### src/rtl/addroundkey_stream.sv
// addroundkey_stream: streaming AES AddRoundKey with source select, round tagging and a 2-entry output FIFO
module addroundkey_stream #(
    parameter int DATA_W     = 128,
    parameter int NUM_SRC    = 2,
    parameter int NUM_ROUNDS = 10,
    parameter int ROUND_W    = 4,
    localparam int SEL_W     = (NUM_SRC > 1) ? $clog2(NUM_SRC) : 1
) (
    input  logic                      clk,
    input  logic                      rst,
    input  logic                      in_valid,
    output logic                      in_ready,
    input  logic [SEL_W-1:0]          sel,
    input  logic [NUM_SRC*DATA_W-1:0] src_data,
    input  logic [DATA_W-1:0]         key,
    input  logic                      first,
    output logic                      out_valid,
    input  logic                      out_ready,
    output logic [DATA_W-1:0]         out_data,
    output logic [ROUND_W-1:0]        out_round,
    output logic                      out_last,
    output logic                      done,
    output logic                      err_sel
);
    localparam logic [SEL_W:0]     SRC_LIM = (SEL_W+1)'(NUM_SRC);
    localparam logic [ROUND_W-1:0] LAST_R  = ROUND_W'(NUM_ROUNDS);

    logic [DATA_W-1:0]  slot [NUM_SRC];
    logic [1:0]         count;
    logic [DATA_W-1:0]  spare_data;
    logic [ROUND_W-1:0] spare_round;
    logic               spare_last;
    logic [ROUND_W-1:0] cnt;
    logic [ROUND_W-1:0] tag;
    logic [SEL_W-1:0]   idx;
    logic [DATA_W-1:0]  new_data;
    logic               new_last;
    logic               legal;
    logic               push;
    logic               pop;

    genvar i;
    for (i = 0; i < NUM_SRC; i++) begin : g_slot
        assign slot[i] = src_data[i*DATA_W +: DATA_W];
    end

    assign in_ready  = rst & (count != 2'd2);
    assign out_valid = count != 2'd0;

    // Beat formation: illegal selects index slot 0 and force zero data so no unselected slot leaks in
    always_comb begin
        legal    = {1'b0, sel} < SRC_LIM;
        idx      = legal ? sel : '0;
        new_data = legal ? (slot[idx] ^ key) : '0;
        tag      = first ? '0 : cnt;
        new_last = tag == LAST_R;
        push     = in_valid & in_ready;
        pop      = out_valid & out_ready;
    end

    // Output FIFO: head lives directly in the output registers, spare holds the second entry
    always_ff @(posedge clk or negedge rst) begin
        if (!rst) begin
            count       <= '0;
            out_data    <= '0;
            out_round   <= '0;
            out_last    <= 1'b0;
            spare_data  <= '0;
            spare_round <= '0;
            spare_last  <= 1'b0;
            done        <= 1'b0;
        end else begin
            if (push && (count == 2'd0 || pop)) begin
                out_data  <= new_data;
                out_round <= tag;
                out_last  <= new_last;
            end else if (pop && count == 2'd2) begin
                out_data  <= spare_data;
                out_round <= spare_round;
                out_last  <= spare_last;
            end
            if (push && !pop && count == 2'd1) begin
                spare_data  <= new_data;
                spare_round <= tag;
                spare_last  <= new_last;
            end
            count <= count + {1'b0, push} - {1'b0, pop};
            done  <= pop & out_last;
        end
    end

    // Round counter wraps after the final round; err_sel latches any illegal select until reset
    always_ff @(posedge clk or negedge rst) begin
        if (!rst) begin
            cnt     <= '0;
            err_sel <= 1'b0;
        end else if (push) begin
            cnt     <= new_last ? '0 : tag + 1'b1;
            err_sel <= err_sel | ~legal;
        end
    end
endmodule
### config.mk
export PLATFORM = sky130hd
export DESIGN_NAME = addroundkey_stream
export DESIGN_NICKNAME = d
export VERILOG_FILES = /design/src/rtl/addroundkey_stream.sv
export SDC_FILE = /design/constraint.sdc
export NUM_CORES = 1
export LEC_CHECK = 0
export CAP_MARGIN = 20
export CORE_MARGIN = 10
export CORE_UTILIZATION = 40
export DETAILED_ROUTE_END_ITERATION = 16
export DONT_BUFFER_PORTS = 1
export GPL_ROUTABILITY_DRIVEN = 0
export PLACE_DENSITY = 0.52
export SLEW_MARGIN = 15
export SYNTH_ARGS = -nofsm -noshare
export SYNTH_HDL_FRONTEND = slang
export SYNTH_SLANG_ARGS = --single-unit
### constraint.sdc
create_clock -name clk -period 1.8 [get_ports clk]
set_input_delay 0.09 -clock clk [delete_from_list [all_inputs] [get_ports clk]]
set_output_delay 0.09 -clock clk [all_outputs]
set_load 0.01 [all_outputs]
==> summary.txt <==
Outcome
  – Status: finished, violations left
  – Failing checks: negative hold slack

Yosys
  – Seq/Total Area, Yosys: 0.512
  – Post-synth cell types: 41
  – Most used DFF post-synth: dfrtp_1
  – Number of synthesized flops with an enable pin: 0
  – Gate Count Post-Synth: 1199
  – Mapped Area: 13300 sq um
  – Yosys warning total: 0
  – Syn Nets: 1590
  – Ys async rst share: 1.00
  – Synth Register Bits: ~270
  – Synthesized area per cell: about 11 sq um

Route
  – Antenna Nets Post-Route: 0
  – Drt initial violations: 532
  – Total Wirelength: 43.0 mm
  – Pre-Repair DR Iteration Count: 4
  – Vias per cell: 5.33
  – Total number of vias: 10216
  – Avg WL per Cell: 22.5 microns
  – DRC: 0

Timing
  – Pins Over Slew Limit: 0
  – Fmax: 0.572 GHz
  – Setup TNS: 0 ps
  – Clock Skew: 8.09 ps
  – Worst Tran Pin Value: 572 ps
  – Setup violations, final: 0
  – Final Critical Period: 1750 ps
  – Hold_ws: -760 ps
  – Hold Violations, Final: ~270
  – Slew headroom: 0.619
  – Final WS setup: roughly 52 ps
  – RSZ-0062 raised after global routing: false
  – Fin crit share: 0.971

Place
  – DP Worst Slack: 130 ps
  – DP Wirelength: 27.7 mm
  – Port Buf Inserts: 0
  – Inst Count DP: approximately 1600

Clock network
  – Setup bufs post-CTS: 0
  – Worst-path clk slew: 60 ps
  – CTS tree: yes
  – Hold-fix buffers, CTS: ~290
  – H-tree depth: 1
  – Num CTS Buffers: 31
  – Maximum clock insertion buffer count: 3
  – Clk root buf: clkbuf_16
  – Clock Sinks: 273
  – Clk_lat worst skew: roughly 550 ps

Critical path
  – CP arrival: ~2200 ps
  – CP Class: input port to register
  – Setup crit end kind: register
  – WP data required: 2220 ps
  – CP startpoint kind: input port
  – Crit path max fanout: 2

Cells and area
  – Layout Area Growth over Synthesis: 31.2%
  – Commonest cells after routing, fill and taps aside: 283 x dlygate4sd3_1, 273 x dfrtp_1, 261 x nand2_1, 129 x mux2i_1, 127 x xor2_1
  – Final net count: 1842
  – Commonest non-fill, non-tap cell in the layout: dlygate4sd3_1
  – Sequential cell area: 6830 sq um
  – Area occupied by multi-input gates: 5990 sq um
  – FILL cells: 2846
  – Non-filler cells, final: 1916
  – Layout cell share with drive strength beyond 1: 0.153
  – Antenna cells: 0

GRT
  – Largest net degree at the start of global routing: around 280
  – Number of global-route vias before repair: 10691
  – Grt total ovfl: 0
  – Initial antenna violation count: 1
  – Global-route wire length before repair: 66.3 mm
  – GRT Total Usage: 0.201

Floorplanning
  – Initial Util: 0.408
  – Core area: 32700 sq um
  – Chip width: roughly 200 microns
  – Die height: 203 microns
  – # rows: 66
  – Top-level I/O count: 527
  – Die area: approximately 40000 sq um

Run
  – Max-cap viol count: 0

Power and ir drop
  – P per Cell Area: around 1500 nW/um^2
  – VDD IR max: 0.810 mV
  – Pleak: 7.67 nW

Hold path
  – Tightest Hold Check Type: input port to async pin
-- final timing paths --
kind | start | end | slack [ps] | cells after the start
hold / removal | rst | out_data[84]$_DFFE_PN0P_ | -760 | 0
setup / recovery | src_data[26] | spare_data[26]$_DFFE_PN0P_ | 50 | 6
min in group clk | src_data[193] | out_data[65]$_DFFE_PN0P_ | 10 | 4
hold reg to reg | spare_round[1]$_DFFE_PN0P_ | spare_round[1]$_DFFE_PN0P_ | 480 | 2
setup reg to reg | count[1]$_DFF_PN0_ | spare_data[93]$_DFFE_PN0P_ | 110 | 5
max in group asynchronous | rst | spare_data[22]$_DFFE_PN0P_ | 2140 | 0
-- timing repair --
action                                 4_1_cts  5_1_grt
endpoints found under the hold margin      545      273
resized for setup                            0        2
setup endpoints to repair                    0        2
-- final cells by class --
type                            instances  area share
Tap cell                              442      0.0316
Sequential cell                       273       0.390
Clock inverter                          8     0.00514
Multi-Input combinational cell        837       0.342
Inverter                                2    0.000429
Timing Repair Buffer                  306       0.179
Clock buffer                           48      0.0514
-- worst max-delay path, cell delays in order --
cell and delay (ps):
dlygate4sd3_1 540, mux2i_1 130, dlygate4sd3_1 600, xor2_1 180
dlygate4sd3_1 580, o21ai_1 70
-- registers in the layout, indices dropped and copies added (netlist names) --
register and flops:
cnt 4, count 2, done 1, out_data 128
out_last 1, out_round 4, spare_data 128, spare_last 1
spare_round 4
-- report_power, final --
| part | internal [mW] | switching, mW | total (mW) |
|---|---|---|---|
| sequential | 9.18 | 3.20 | 12.4 |
| combinational | 3.93 | 2.99 | 6.92 |
| clock | 3.69 | 2.50 | 6.19 |
-- cells by family after synthesis --
logic type | share of synthesized area
simple gates | 0.0872
compound gates | 0.175
flops | 0.512
mux | 0.0990
xor+xnor | 0.0853
buf+inv | 0.0401
fa+ha+maj | 0.000937
other cells | 0.000281
-- layer usage --
metal  track usage  up-vias  share of wire
met3        0.0607       43          0.078
met5             0        -        0.00030
met4        0.0365        2          0.013
li1              -     4781              -
met2         0.346      350           0.50
met1         0.245     5040           0.40
-- Yosys cell counts (11+ instances only) --
library cell,instances,share of area
buf_4,13,0.0073
o21ai_1,99,0.037
nor2_1,11,0.0031
clkbuf_1,30,0.0084
buf_6,16,0.014
mux2i_1,129,0.097
o221a_2,122,0.10
o21ai_2,30,0.020
dfrtp_1,273,0.51
nand2_1,262,0.074
buf_2,26,0.0098
xor2_1,128,0.084
-- per-stage QoR --
stage	power (mW)	area, sq um	utilization	hold slack, ps
3_5_place_dp	18.6	13700	0.418	-195
4_1_cts	25.8	17500	0.536	-788
6_report	25.5	17500	0.536	-760
5_1_grt	27.2	17500	0.536	-790
2_1_floorplan	16.5	13300	-	-206
3_3_place_gp	18.4	13700	0.418	-193
Note: power is estimated with default switching activity, not from simulation.
